File: src/rtl/hazard_ctrl.sv
// Pipeline hazard controller: operand forwarding selects, load-use stalls,
// redirect flushes and a sticky halt, plus a saturating stall-cycle counter.
module hazard_ctrl #(
  parameter int         REG_BITS     = 3,
  parameter int         N_READ       = 2,
  parameter int         LOAD_LAT     = 1,
  parameter int         FLUSH_CYCLES = 1,
  parameter logic [2:0] HALT_OP      = 3'b111
) (
  input  logic                         clk,
  input  logic                         reset,
  input  logic [N_READ*REG_BITS-1:0]   id_rs,
  input  logic [N_READ-1:0]            id_rs_used,
  input  logic [2:0]                   id_opcode,
  input  logic [REG_BITS-1:0]          id_ex_rd,
  input  logic                         id_ex_load,
  input  logic [REG_BITS-1:0]          ex_mem_rd,
  input  logic                         ex_mem_write,
  input  logic [REG_BITS-1:0]          mem_wb_rd,
  input  logic                         mem_wb_write,
  input  logic                         redirect,
  output logic                         pc_load,
  output logic                         if_id_hold,
  output logic                         if_id_flush,
  output logic                         id_ex_bubble,
  output logic [2*N_READ-1:0]          forward,
  output logic                         halted,
  output logic [15:0]                  stall_cycles
);

  typedef enum logic [1:0] {RUN, STALL, FLUSH, HALT} state_e;

  localparam logic [2:0] STALL_RELOAD = 3'(LOAD_LAT - 1);
  localparam logic [2:0] FLUSH_RELOAD = 3'(FLUSH_CYCLES - 1);

  state_e      state_q, state_d;
  logic [2:0]  cnt_q, cnt_d;
  logic [15:0] stall_q, stall_d;
  logic [N_READ-1:0] luHit;
  logic        loadUse;
  logic        enterFlush;

  // Per-port forwarding and load-use detection; EX/MEM beats MEM/WB.
  for (genvar k = 0; k < N_READ; k++) begin : g_port
    logic [REG_BITS-1:0] rsK;
    logic                exMemHit;
    logic                memWbHit;

    assign rsK      = id_rs[k*REG_BITS +: REG_BITS];
    assign exMemHit = ex_mem_write && (ex_mem_rd != '0) && (ex_mem_rd == rsK);
    assign memWbHit = mem_wb_write && (mem_wb_rd != '0) && (mem_wb_rd == rsK);
    assign luHit[k] = id_rs_used[k] && id_ex_load && (id_ex_rd != '0) && (id_ex_rd == rsK);

    always_comb begin
      forward[2*k +: 2] = 2'b00;
      if (id_rs_used[k]) begin
        if (exMemHit) begin
          forward[2*k +: 2] = 2'b10;
        end else if (memWbHit) begin
          forward[2*k +: 2] = 2'b01;
        end
      end
    end
  end

  assign loadUse = |luHit;

  always_comb begin
    state_d      = state_q;
    cnt_d        = cnt_q;
    pc_load      = 1'b1;
    if_id_hold   = 1'b0;
    if_id_flush  = 1'b0;
    id_ex_bubble = 1'b0;
    halted       = 1'b0;
    enterFlush   = 1'b0;

    case (state_q)
      RUN: begin
        if (redirect) begin
          enterFlush = 1'b1;
        end else if (id_opcode == HALT_OP) begin
          pc_load      = 1'b0;
          if_id_hold   = 1'b1;
          id_ex_bubble = 1'b1;
          state_d      = HALT;
        end else if (loadUse) begin
          pc_load      = 1'b0;
          if_id_hold   = 1'b1;
          id_ex_bubble = 1'b1;
          if (LOAD_LAT > 1) begin
            state_d = STALL;
            cnt_d   = STALL_RELOAD;
          end
        end
      end

      STALL: begin
        if (redirect) begin
          enterFlush = 1'b1;
        end else begin
          pc_load      = 1'b0;
          if_id_hold   = 1'b1;
          id_ex_bubble = 1'b1;
          // A zero count can only be reached by a corrupted state; leave safely.
          if (cnt_q <= 3'd1) begin
            state_d = RUN;
            cnt_d   = 3'd0;
          end else begin
            cnt_d = cnt_q - 3'd1;
          end
        end
      end

      FLUSH: begin
        if (redirect) begin
          enterFlush = 1'b1;
        end else begin
          if_id_flush  = 1'b1;
          id_ex_bubble = 1'b1;
          if (cnt_q <= 3'd1) begin
            state_d = RUN;
            cnt_d   = 3'd0;
          end else begin
            cnt_d = cnt_q - 3'd1;
          end
        end
      end

      HALT: begin
        pc_load      = 1'b0;
        if_id_hold   = 1'b1;
        id_ex_bubble = 1'b1;
        halted       = 1'b1;
      end

      default: begin
        state_d = RUN;
        cnt_d   = 3'd0;
      end
    endcase

    // Redirects from RUN, STALL or FLUSH all (re)start the wrong-path flush.
    if (enterFlush) begin
      pc_load      = 1'b1;
      if_id_flush  = 1'b1;
      id_ex_bubble = 1'b1;
      if (FLUSH_CYCLES > 1) begin
        state_d = FLUSH;
        cnt_d   = FLUSH_RELOAD;
      end else begin
        state_d = RUN;
        cnt_d   = 3'd0;
      end
    end
  end

  always_comb begin
    stall_d = stall_q;
    if (!pc_load && (state_q != HALT) && (stall_q != 16'hFFFF)) begin
      stall_d = stall_q + 16'd1;
    end
  end

  always_ff @(posedge clk) begin
    if (reset) begin
      state_q <= RUN;
      cnt_q   <= 3'd0;
      stall_q <= 16'd0;
    end else begin
      state_q <= state_d;
      cnt_q   <= cnt_d;
      stall_q <= stall_d;
    end
  end

  assign stall_cycles = stall_q;

endmodule

File: config.mk
export PLATFORM = sky130hd
export DESIGN_NAME = hazard_ctrl
export DESIGN_NICKNAME = d
export VERILOG_FILES = /design/src/rtl/hazard_ctrl.sv
export SDC_FILE = /design/constraint.sdc
export NUM_CORES = 1
export LEC_CHECK = 0
export CAP_MARGIN = 10
export CORE_AREA = 2 2 50 98
export DETAILED_ROUTE_END_ITERATION = 7
export DIE_AREA = 0 0 52 100
export PLACE_DENSITY_LB_ADDON = 0.12
export SETUP_SLACK_MARGIN = 0.2
export SYNTH_ARGS = -nofsm -noshare
export SYNTH_HDL_FRONTEND = slang
export SYNTH_SLANG_ARGS = --single-unit
File: constraint.sdc
create_clock -name clk -period 5.9 [get_ports clk]
set_input_delay 1.77 -clock clk [delete_from_list [all_inputs] [get_ports clk]]
set_output_delay 1.77 -clock clk [all_outputs]
set_load 0.1 [all_outputs]
==> results of run 1 <==
-- state kept, by name, indices dropped and copies added (netlist names) --
register / cells
stall_cycles: 16
state_q: 1
-- cells by family (layout without fill, tap and decap cells) --
logic type | count (synthesis) | after routing
simple gates | 69 | 69
compound gates | 33 | 33
flops | 17 | 17
xor+xnor | 16 | 16
buf+inv | 11 | 58
mux | 5 | 5
fa+ha+maj | 1 | 1
-- worst max-delay path: stages --
cell and delay, ns:
clkdlybuf4s50_1 0.60, xor2_1 0.27, nor4_4 0.09, o21bai_1 0.21
nand2_1 0.07, or2_2 0.32, buf_12 0.17
-- cells in the mapped netlist (2+ instances only) --
| cell type | count | area [µm²] |
|---|---|---|
| a21oi_1 | 14 | 70.1 |
| and2_1 | 2 | 12.5 |
| and3_1 | 4 | 25.0 |
| buf_6 | 4 | 45.0 |
| clkbuf_1 | 3 | 11.3 |
| dfxtp_1 | 17 | 340 |
| inv_1 | 3 | 11.3 |
| mux2_1 | 5 | 56.3 |
| nand2_1 | 8 | 30.0 |
| nand3_1 | 9 | 45.0 |
| nand4_1 | 5 | 31.3 |
| nor2_1 | 6 | 22.5 |
| nor2b_1 | 5 | 31.3 |
| nor3_1 | 4 | 20.0 |
| nor3b_1 | 3 | 22.5 |
| nor4_1 | 3 | 18.8 |
| nor4_4 | 2 | 42.5 |
| o21ai_1 | 2 | 10.0 |
| o31ai_1 | 11 | 82.6 |
| or3_1 | 2 | 12.5 |
| or4_1 | 8 | 60.1 |
| xnor2_1 | 10 | 87.6 |
| xor2_1 | 6 | 52.6 |
-- per-stage QoR --
step           TNS (ns)   util  area, µm²  hold slack, ns  power, W
2_1_floorplan  -0.00106      -       1310           0.942  0.000178
3_3_place_gp          0  0.416       1880           0.493  0.000211
3_5_place_dp          0  0.416       1880           0.497  0.000212
4_1_cts               0  0.426       1920           0.507  0.000301
5_1_grt               0  0.426       1920           0.545  0.000311
6_report              0  0.426       1920           0.501  0.000296
-- layout make-up --
| class | instances | share of cell area |
|---|---|---|
| Multi-Input combinational cell | 124 | 0.465 |
| Timing Repair Buffer | 51 | 0.293 |
| Sequential cell | 17 | 0.177 |
| Tap cell | 55 | 0.0358 |
| Clock buffer | 4 | 0.0234 |
| Inverter | 3 | 0.00586 |
-- path summary, 6_finish.rpt --
check / startpoint / endpoint
hold reg to reg: stall_cycles[4] / stall_cycles[4]
setup reg to reg: stall_cycles[7] / stall_cycles[12]
hold / removal: stall_cycles[4] / stall_cycles[4]
setup / recovery: id_rs[5] / id_ex_bubble
-- power breakdown --
group / internal, W / switching, W / total [W]
Sequential: 0.000115 / 0.000000919 / 0.000116
Combinational: 0.0000373 / 0.0000555 / 0.0000928
Clock: 0.0000479 / 0.0000394 / 0.0000872
Total: 0.000201 / 0.0000958 / 0.000296
-- layer usage --
| metal | up-vias | wire (µm) | global-route usage |
|---|---|---|---|
| met5 | - | 0 | 0 |
| met1 | 608 | 1490 | 0.181 |
| met3 | 2 | 107 | 0.0149 |
| met4 | 0 | 18 | 0.0364 |
| li1 | 674 | - | - |
| met2 | 22 | 1770 | 0.233 |
==> metrics.md, run 1 <==
| Metric | Value |
|---|---|
| Status | `completed` |
| I/O Buffers | `50` |
| Routed WL | `3.38 mm` |
| Antenna cells | `0` |
| Setup slack after layout | `0.628 ns` |
| Initial antenna violation count | `0` |
| EDFF count, synth | `0` |
| Layout cells sized above 1 | `0.121` |
| Filler-free cell count of the finished design | `254` |
| Total global-route track usage | `0.138` |
| Worst r2r path cells | `5` |
| CTS tree | `built` |
| Multi-input gate area | `893 µm²` |
| Post-synthesis cell count | `approximately 150` |
| Cts hold-fix bufs | `0` |
| Unique masters post-synth | `39` |
| Worst setup SP type | `input pin` |
| Die Area | `about 5200 µm²` |
| Max cap viols | `0` |
| Worst vdd ir | `between 0.00009 and 0.0001 V` |
| Clock Sinks | `17` |
| DP Cell Count | `250` |
| R2R setup slack | `about 3.8 ns` |
| Final setup fails | `0` |
| Sequential cell area | `340 µm²` |
| Clk slew on worst S/H paths | `~0.070 ns` |
| Crit. End Element | `primary output` |
| Drt initial violations | `18` |
| RePlAce Congestion | `between 0.7 and 0.8` |
| DR pass1 iterations | `4` |
| Syn_nets | `between 150 and 200` |
| Io pins | `51` |
| H-tree levels | `1` |
| Worst Hold Class | `reg -> reg` |
| Via count | `1306` |
| First-pass GRT wire length | `between 5 and 6 mm` |
| Initial core utilization | `0.287` |
| Largest net degree at the start of global routing | `28` |
| Post-synthesis simple-gate area fraction | `0.348` |
| Largest family of logic cells by synthesized area | `simple AND/OR/NAND/NOR gates` |
| Final nets | `227` |
| Async S/R FF share, synth | `0` |
| Lkg Pwr | `about 0.62 nW` |
| Hpwl dp | `~2.6 mm` |
| Worst slew pin tran | `approximately 1 ns` |
| Post-Synth Adder-Cell Area | `0.00968` |
| Fin crit share | `0.894` |
| Die Y-Extent | `~100 µm` |
| XOR/XNOR Fraction of Synth Area | `0.108` |
| Yosys warnings | `0` |
| Synth-to-layout area growth | `48.7%` |
| Post-route DRC | `0` |
| CTS Root Cell | `clkbuf_8` |
| Post-CTS Setup Inserts | `0` |
| Cts repair resizes | `0` |
| Syn_area_per_cell | `between 8 and 9 µm²` |
| Longest Clk Path Bufs | `2` |
| WP data required | `about 4.1 ns` |
| Portion of netlist area occupied by mux cells | `0.0436` |
| Dpl ws | `roughly 0.6 ns` |
| Compound-gate portion of the synthesized area | `0.169` |
| Data arrival, critical path | `between 3 and 4 ns` |
| Power per cell area | `about 150 nW/µm²` |
| Count of final hold-check violations | `0` |
| CTS buffer count | `3` |
| Commonest non-fill, non-tap cells in the layout | `42 x clkdlybuf4s50_1, 17 x dfxtp_1, 13 x a21oi_1` |
| Relative slew slack | `0.329` |
| GRT overflow | `0` |
| Row Count | `35` |
| Predominant post-synthesis flop cell | `dfxtp_1` |
| Minimum clock period | `5.27 ns` |
| Kind of critical path | `in -> out` |
| Core Region | `between 4000 and 5000 µm²` |
| Fmax | `around 0.19 GHz` |
| RSZ-0062 raised after global routing | `false` |
| Fillers | `472` |
| Routed Antenna Nets | `0` |
| Vias per inst | `a little over 5` |
| Register area share after synthesis | `0.263` |
| Clock Skew | `~0.00086 ns` |
| Worst skew pair latency | `between 0.2 and 0.3 ns` |
| Drt wl/cell | `roughly 13 µm` |
| FF+latch count, synth | `17` |
| Hold-critical path depth | `2` |
| Die Wd | `approximately 52 µm` |
| Worst-path maximum fanout | `5` |
| Vias in the first global route | `1267` |
| Mapped cell area | `about 1300 µm²` |
| Most common cell after layout, fill and taps aside | `clkdlybuf4s50_1` |
| Slew Limit Fails | `0` |
(Power assumes the default switching activity.)
==> inputs of run 2 (changes only) <==
==> constraint.sdc (replaced) <==
create_clock -name clk -period 5.6 [get_ports clk]
set_input_delay 1.68 -clock clk [delete_from_list [all_inputs] [get_ports clk]]
set_output_delay 1.68 -clock clk [all_outputs]
set_load 0.1 [all_outputs]
==> run 2 against run 1 <==
Power increased by 5.6%. Sequential power increased by 6%. Worst setup slack got worse by 0.12 ns. Largest cell class unchanged. Critical endpoint unchanged. Sequential cell count stayed put. Critical path depth stayed put.
==> metrics.md, run 2 (synthesis gave the netlist of run 1 again) <==
| Metric | Value |
|---|---|
| Drt wl/cell | `12.8 µm (was 13.3 µm)` |
| Worst-path maximum fanout | `5 (unchanged)` |
| Worst skew pair latency | `0.25 ns (about the same)` |
| Worst setup SP type | `input pin (unchanged)` |
| Kind of critical path | `in -> out (unchanged)` |
| Vias per inst | `5.18 (was 5.14)` |
| Antenna cells | `0 (unchanged)` |
| Worst vdd ir | `0.000160 V (was 0.0000978 V)` |
| Longest Clk Path Bufs | `2 (unchanged)` |
| Die Area | `5200 µm² (unchanged)` |
| R2R Path End | `stall_cycles[9] (was stall_cycles[12])` |
| Reg2reg start | `stall_cycles[6] (was stall_cycles[7])` |
| Minimum clock period | `slightly above 5 ns` |
| Worst Hold Class | `reg -> reg (unchanged)` |
| Commonest non-fill, non-tap cells in the layout | `42 x clkdlybuf4s50_1, 17 x dfxtp_1, 13 x a21oi_1 (unchanged)` |
| Final setup TNS | `0 ns (unchanged)` |
| Worst r2r path cells | `5 (unchanged)` |
| Final Total Pwr | `0.000313 W (was 0.000296 W)` |
| RePlAce Congestion | `0.749 (was 0.741)` |
| Worst path cell trace | `clkdlybuf4s50_1 -> xor2_1 -> nor4_4 -> o21bai_1 -> nand2_1 -> or2_2 -> buf_12 (unchanged)` |
| CTS Root Cell | `clkbuf_8 (unchanged)` |
| Count of final hold-check violations | `0 (unchanged)` |
| Hpwl dp | `2.55 mm (was 2.60 mm)` |
| Post-route DRC | `0 (unchanged)` |
| RSZ-0062 raised after global routing | `false (unchanged)` |
| Routed Antenna Nets | `0 (unchanged)` |
| Power per cell area | `162 nW/µm² (was 154 nW/µm²)` |
| GRT overflow | `0 (unchanged)` |
| Routed WL | `3.25 mm (was 3.38 mm)` |
| Min Hold Slack | `0.501 ns (about the same)` |
| Cts repair resizes | `0 (unchanged)` |
| Crit path buf inv count | `2 (unchanged)` |
| H-tree levels | `1 (unchanged)` |
| Crit. End Element | `primary output (unchanged)` |
| Worst path top cell family by delay | `buffers and inverters (unchanged)` |
| Total global-route track usage | `0.136 (was 0.138)` |
| WP data required | `3.92 ns (was 4.13 ns)` |
| Initial antenna violation count | `0 (unchanged)` |
| Final nets | `227 (unchanged)` |
| Die Wd | `52 µm (unchanged)` |
| Io pins | `51 (unchanged)` |
| Min-delay src | `stall_cycles[4] (unchanged)` |
| Worst slew pin tran | `0.971 ns (was 0.991 ns)` |
| CTS tree | `built (unchanged)` |
| First-pass GRT wire length | `5.62 mm (was 5.73 mm)` |
| Fmax | `~0.20 GHz` |
| Status | `completed (unchanged)` |
| Clock Skew | `0.00185 ns (was 0.000858 ns)` |
| Most common cell after layout, fill and taps aside | `clkdlybuf4s50_1 (unchanged)` |
| Largest net degree at the start of global routing | `28 (unchanged)` |
| Relative slew slack | `0.351 (was 0.329)` |
| DR pass1 iterations | `4 (unchanged)` |
| Clk slew on worst S/H paths | `0.07 ns (about the same)` |
| Clock Sinks | `17 (unchanged)` |
| CTS buffer count | `3 (unchanged)` |
| Vias in the first global route | `1272 (was 1267)` |
| Slew Limit Fails | `0 (unchanged)` |
| Core Region | `4510 µm² (unchanged)` |
| Hold-critical path depth | `2 (unchanged)` |
| Die Y-Extent | `100 µm (unchanged)` |
| Worst path slowest cell | `clkdlybuf4s50_1 (unchanged)` |
| Cts hold-fix bufs | `0 (unchanged)` |
| Hold EP | `stall_cycles[4] (unchanged)` |
| Via count | `1316 (was 1306)` |
| R2R setup slack | `3.51 ns (was 3.75 ns)` |
| Initial core utilization | `0.287 (unchanged)` |
| Synth-to-layout area growth | `49.7% (was 48.7%)` |
| Post-CTS Setup Inserts | `0 (unchanged)` |
| Row Count | `35 (unchanged)` |
| Layout cells sized above 1 | `0.121 (unchanged)` |
| Data arrival, critical path | `3.42 ns (was 3.50 ns)` |
| Drt initial violations | `11 (was 18)` |
| Crit path largest cell delay | `0.61 ns (was 0.60 ns)` |
| Final setup fails | `0 (unchanged)` |
| Max cap viols | `0 (unchanged)` |
| Fin crit share | `0.910` |
| I/O Buffers | `50 (unchanged)` |
| Max reg flops | `16 (unchanged)` |
| Lkg Pwr | `0.627 nW (was 0.625 nW)` |
run 2: cell counts in the layout (fill, tap and decap cells not counted):
Identical to the previous run, type by type.
run 2: how the worst max path moves through the flow:
stage          slack, ns      endpoint  cells past startpoint  startpoint
2_1_floorplan      -0.12       pc_load                      6    id_rs[5]
4_1_cts             0.49  id_ex_bubble                      7    id_rs[5]
5_1_grt             0.38       pc_load                      7    id_rs[2]
3_5_place_dp        0.49  id_ex_bubble                      7    id_rs[5]
6_report            0.50  id_ex_bubble                      7    id_rs[5]
3_3_place_gp        0.52  id_ex_bubble                      7    id_rs[2]
run 2: layout make-up:
cell class | count | area [µm²]
multi-input cells | 124 | 893
repair buffers | 51 | 576
flip-flops and latches | 17 | 340
clock buffers | 4 | 45.0
fillers | 465 | 2580
well taps | 55 | 68.8
inverters | 3 | 11.3
run 2: worst register-to-register path, stage by stage (launching register included):
cell	delay (ns)
dfxtp_1	0.46
and4_4	0.30
nand2_2	0.09
o31ai_4	0.66
nor4_1	0.14
mux2_1	0.33
run 2: where the power goes:
group	switching, W	internal (W)
combinational	0.0000582	0.0000397
clock	0.0000422	0.0000504
sequential	0.00000100	0.000122
total	0.000101	0.000212
run 2: layer usage:
metal	global-route usage	vias to the layer above	share of wire
met3	0.0268	6	0.041
met2	0.223	26	0.50
met4	0.0486	0	0.017
li1	-	676	-
met1	0.172	608	0.44
met5	0	-	0
run 2: metrics by stage:
stage                     utilization  instance area (µm²)  instances  setup WS (ns)
after global placement          0.419                 1890        250          0.516
after detailed placement        0.419                 1890        250          0.486
final                           0.429                 1930        254          0.505
after CTS                       0.429                 1930        254          0.486
after floorplan                     -                 1310        152         -0.121
after global routing            0.429                 1930        254          0.383
==> inputs of run 3 (changes only) <==
--- a/config.mk
+++ b/config.mk
@@ -6,11 +6,12 @@
 export NUM_CORES = 1
 export LEC_CHECK = 0
 export CAP_MARGIN = 10
-export CORE_AREA = 2 2 50 98
+export CORE_AREA = 2 2 44 87
 export DETAILED_ROUTE_END_ITERATION = 7
-export DIE_AREA = 0 0 52 100
+export DIE_AREA = 0 0 46 89
 export PLACE_DENSITY_LB_ADDON = 0.12
 export SETUP_SLACK_MARGIN = 0.2
+export SLEW_MARGIN = 25
 export SYNTH_ARGS = -nofsm -noshare
 export SYNTH_HDL_FRONTEND = slang
 export SYNTH_SLANG_ARGS = --single-unit
==> constraint.sdc (replaced) <==
create_clock -name clk -period 4.1 [get_ports clk]
set_input_delay 1.23 -clock clk [delete_from_list [all_inputs] [get_ports clk]]
set_output_delay 1.23 -clock clk [all_outputs]
set_load 0.1 [all_outputs]
==> run 3 against run 2 <==
Utilization grew 19 points. Die area fell by 21%. Sequential power up 37%. Clock power is 37% higher. Sequential share of layout area is 1.4 points lower. Critical path depth did not move. Combinational power rose by 57%. First-iteration DRC count increased to 3.2 times the previous value. Count of clock-buffer cells in the layout did not move. Final area increased by 8.5%. Global-route usage is 7.5 points higher. Critical endpoint unchanged.
==> metrics.md, run 3 (synthesis gave the netlist of run 1 again) <==
| Metric | Value |
|---|---|
| Core Region | `3380 µm² (was 4510 µm²)` |
| Fin crit share | `0.935` |
| CTS tree | `built (unchanged)` |
| Synth-to-layout area growth | `62.3% (was 49.7%)` |
| Crit path largest cell delay | `0.44 ns (was 0.61 ns)` |
| First-pass GRT wire length | `6.41 mm (was 5.62 mm)` |
| Total global-route track usage | `0.211 (was 0.136)` |
| CTS buffer count | `3 (unchanged)` |
| Most common cell after layout, fill and taps aside | `clkdlybuf4s50_1 (unchanged)` |
| CTS Root Cell | `clkbuf_8 (unchanged)` |
| I/O Buffers | `50 (unchanged)` |
| Worst skew pair latency | `0.25 ns (about the same)` |
| Clk slew on worst S/H paths | `0.06 ns (was 0.07 ns)` |
| Worst path cell trace | `clkdlybuf4s50_1 -> nand2_1 -> nor4_4 -> o21bai_2 -> nand2_1 -> or2_2 -> buf_12 (was clkdlybuf4s50_1 -> xor2_1 -> nor4_4 -> o21bai_1 -> nand2_1 -> or2_2 -> buf_12)` |
| Max cap viols | `0 (unchanged)` |
| Worst setup SP type | `input pin (unchanged)` |
| Kind of critical path | `in -> out (unchanged)` |
| Worst slew pin tran | `0.982 ns (was 0.971 ns)` |
| Die Area | `4090 µm² (was 5200 µm²)` |
| Fmax | `about 0.26 GHz` |
| Status | `completed (unchanged)` |
| Slew Limit Fails | `0 (unchanged)` |
| Final instance area | `2100 µm² (was 1930 µm²)` |
| Layout cells sized above 1 | `0.294 (was 0.121)` |
| Final setup fails | `0 (unchanged)` |
| Crit. End Element | `primary output (unchanged)` |
| Drt wl/cell | `17.2 µm (was 12.8 µm)` |
| Filler-free cell count of the finished design | `246 (was 254)` |
| H-tree levels | `1 (unchanged)` |
| Largest net degree at the start of global routing | `28 (unchanged)` |
| WP data required | `2.87 ns (was 3.92 ns)` |
| DP Cell Count | `239 (was 250)` |
| RePlAce Congestion | `0.736 (was 0.749)` |
| Area after DPL | `1980 µm² (was 1890 µm²)` |
| Worst vdd ir | `0.000193 V (was 0.000160 V)` |
| Clock Skew | `0.000890 ns (was 0.00185 ns)` |
| RSZ-0062 raised after global routing | `false (unchanged)` |
| Initial antenna violation count | `0 (unchanged)` |
| Fillers | `317 (was 465)` |
| Row Count | `30 (was 35)` |
| Worst-path maximum fanout | `2 (was 5)` |
| Longest Clk Path Bufs | `2 (unchanged)` |
| Antenna cells | `0 (unchanged)` |
| Power per cell area | `214 nW/µm² (was 162 nW/µm²)` |
| Hpwl dp | `3.11 mm (was 2.55 mm)` |
| Relative slew slack | `0.344 (was 0.351)` |
| Io pins | `51 (unchanged)` |
| Routed Antenna Nets | `0 (unchanged)` |
| Routed WL | `4.23 mm (was 3.25 mm)` |
| Via count | `1429 (was 1316)` |
| Post-route DRC | `0 (unchanged)` |
| DR pass1 iterations | `4 (unchanged)` |
| Die Wd | `46 µm (was 52 µm)` |
| Minimum clock period | `between 3 and 4 ns` |
| Max reg flops | `16 (unchanged)` |
| Vias in the first global route | `1472 (was 1272)` |
| Drt initial violations | `35 (was 11)` |
| Most used cell along the critical path | `nand2_1` |
| Final nets | `242 (was 227)` |
| Vias per inst | `5.81 (was 5.18)` |
| Lkg Pwr | `0.741 nW (was 0.627 nW)` |
| Worst path slowest cell | `clkdlybuf4s50_1 (unchanged)` |
| Die Y-Extent | `89 µm (was 100 µm)` |
| GRT overflow | `0 (unchanged)` |
| Clock Sinks | `17 (unchanged)` |
| Worst Hold Class | `reg -> reg (unchanged)` |
| Data arrival, critical path | `2.60 ns (was 3.42 ns)` |
| Commonest non-fill, non-tap cells in the layout | `27 x clkdlybuf4s50_1, 17 x dfxtp_1, 15 x buf_4 (was 42 x clkdlybuf4s50_1, 17 x dfxtp_1, 13 x a21oi_1)` |
| Initial core utilization | `0.383 (was 0.287)` |
| Count of final hold-check violations | `0 (unchanged)` |
run 3: cell count changes in the layout (fill, tap and decap cells not counted), moves of 2 or more:
cell and change:
clkdlybuf4s50_1 -15, buf_4 +13, dlygate4sd2_1 +7, xor2_1 -6, xor2_2 +6, clkbuf_2 +4, buf_6 +3, and2_1 -2
buf_2 +2, nor3_4 +2, nor3b_1 -2, nor3b_2 +2
run 3: worst max-delay path: cells and delay by family:
kind,cells,cell delay [ns]
buffers and inverters,2,0.61
and+or+nand+nor,4,0.57
AOI/OAI and AO/OA,1,0.19
run 3: path summary, 6_finish.rpt:
path / startpoint / slack, ns / depth (start not counted) / end
setup reg to reg: stall_cycles[6] / 1.93 / 5 / stall_cycles[5]
hold / removal: stall_cycles[4] / 0.50 / 2 / stall_cycles[4]
hold reg to reg: stall_cycles[4] / 0.50 / 2 / stall_cycles[4]
setup / recovery: id_ex_load / 0.27 / 7 / id_ex_bubble
run 3: final cells by class:
type	count	area (µm²)	area share
clock buffers	4	45.0	0.0215
inverters	3	11.3	0.00537
multi-input cells	124	993	0.473
flip-flops and latches	17	340	0.162
well taps	32	40.0	0.0191
repair buffers	66	668	0.318
run 3: per-layer routing:
| layer | track usage | share of wire |
|---|---|---|
| met1 | 0.193 | 0.33 |
| met2 | 0.428 | 0.61 |
| met3 | 0.0222 | 0.037 |
| met4 | 0.0831 | 0.025 |
| met5 | 0 | 0 |
run 3: metrics by stage:
step | total power, W | hold slack, ns | setup TNS (ns) | utilization | setup slack [ns]
3_3_place_gp | 0.000317 | 0.486 | -0.207 | 0.586 | -0.0898
6_report | 0.000448 | 0.500 | 0 | 0.621 | 0.267
4_1_cts | 0.000447 | 0.502 | 0 | 0.617 | 0.204
3_5_place_dp | 0.000320 | 0.492 | -0.409 | 0.586 | -0.112
2_1_floorplan | 0.000258 | 0.942 | -0.309 | - | -0.309
5_1_grt | 0.000466 | 0.522 | 0 | 0.621 | 0.203
run 3: timing repair:
action,in CTS,in global routing
hold buffers,0,0
buffers inserted,1,2
pin swaps,8,10
gates resized for setup,30,16
endpoints found under the setup margin,7,7
run 3: report_power, final:
part / leakage (nW) / internal (W) / total, W / switching (W)
Clock: 0.0228 / 0.0000690 / 0.000127 / 0.0000577
Combinational: 0.581 / 0.0000628 / 0.000154 / 0.0000912
Sequential: 0.137 / 0.000166 / 0.000168 / 0.00000144
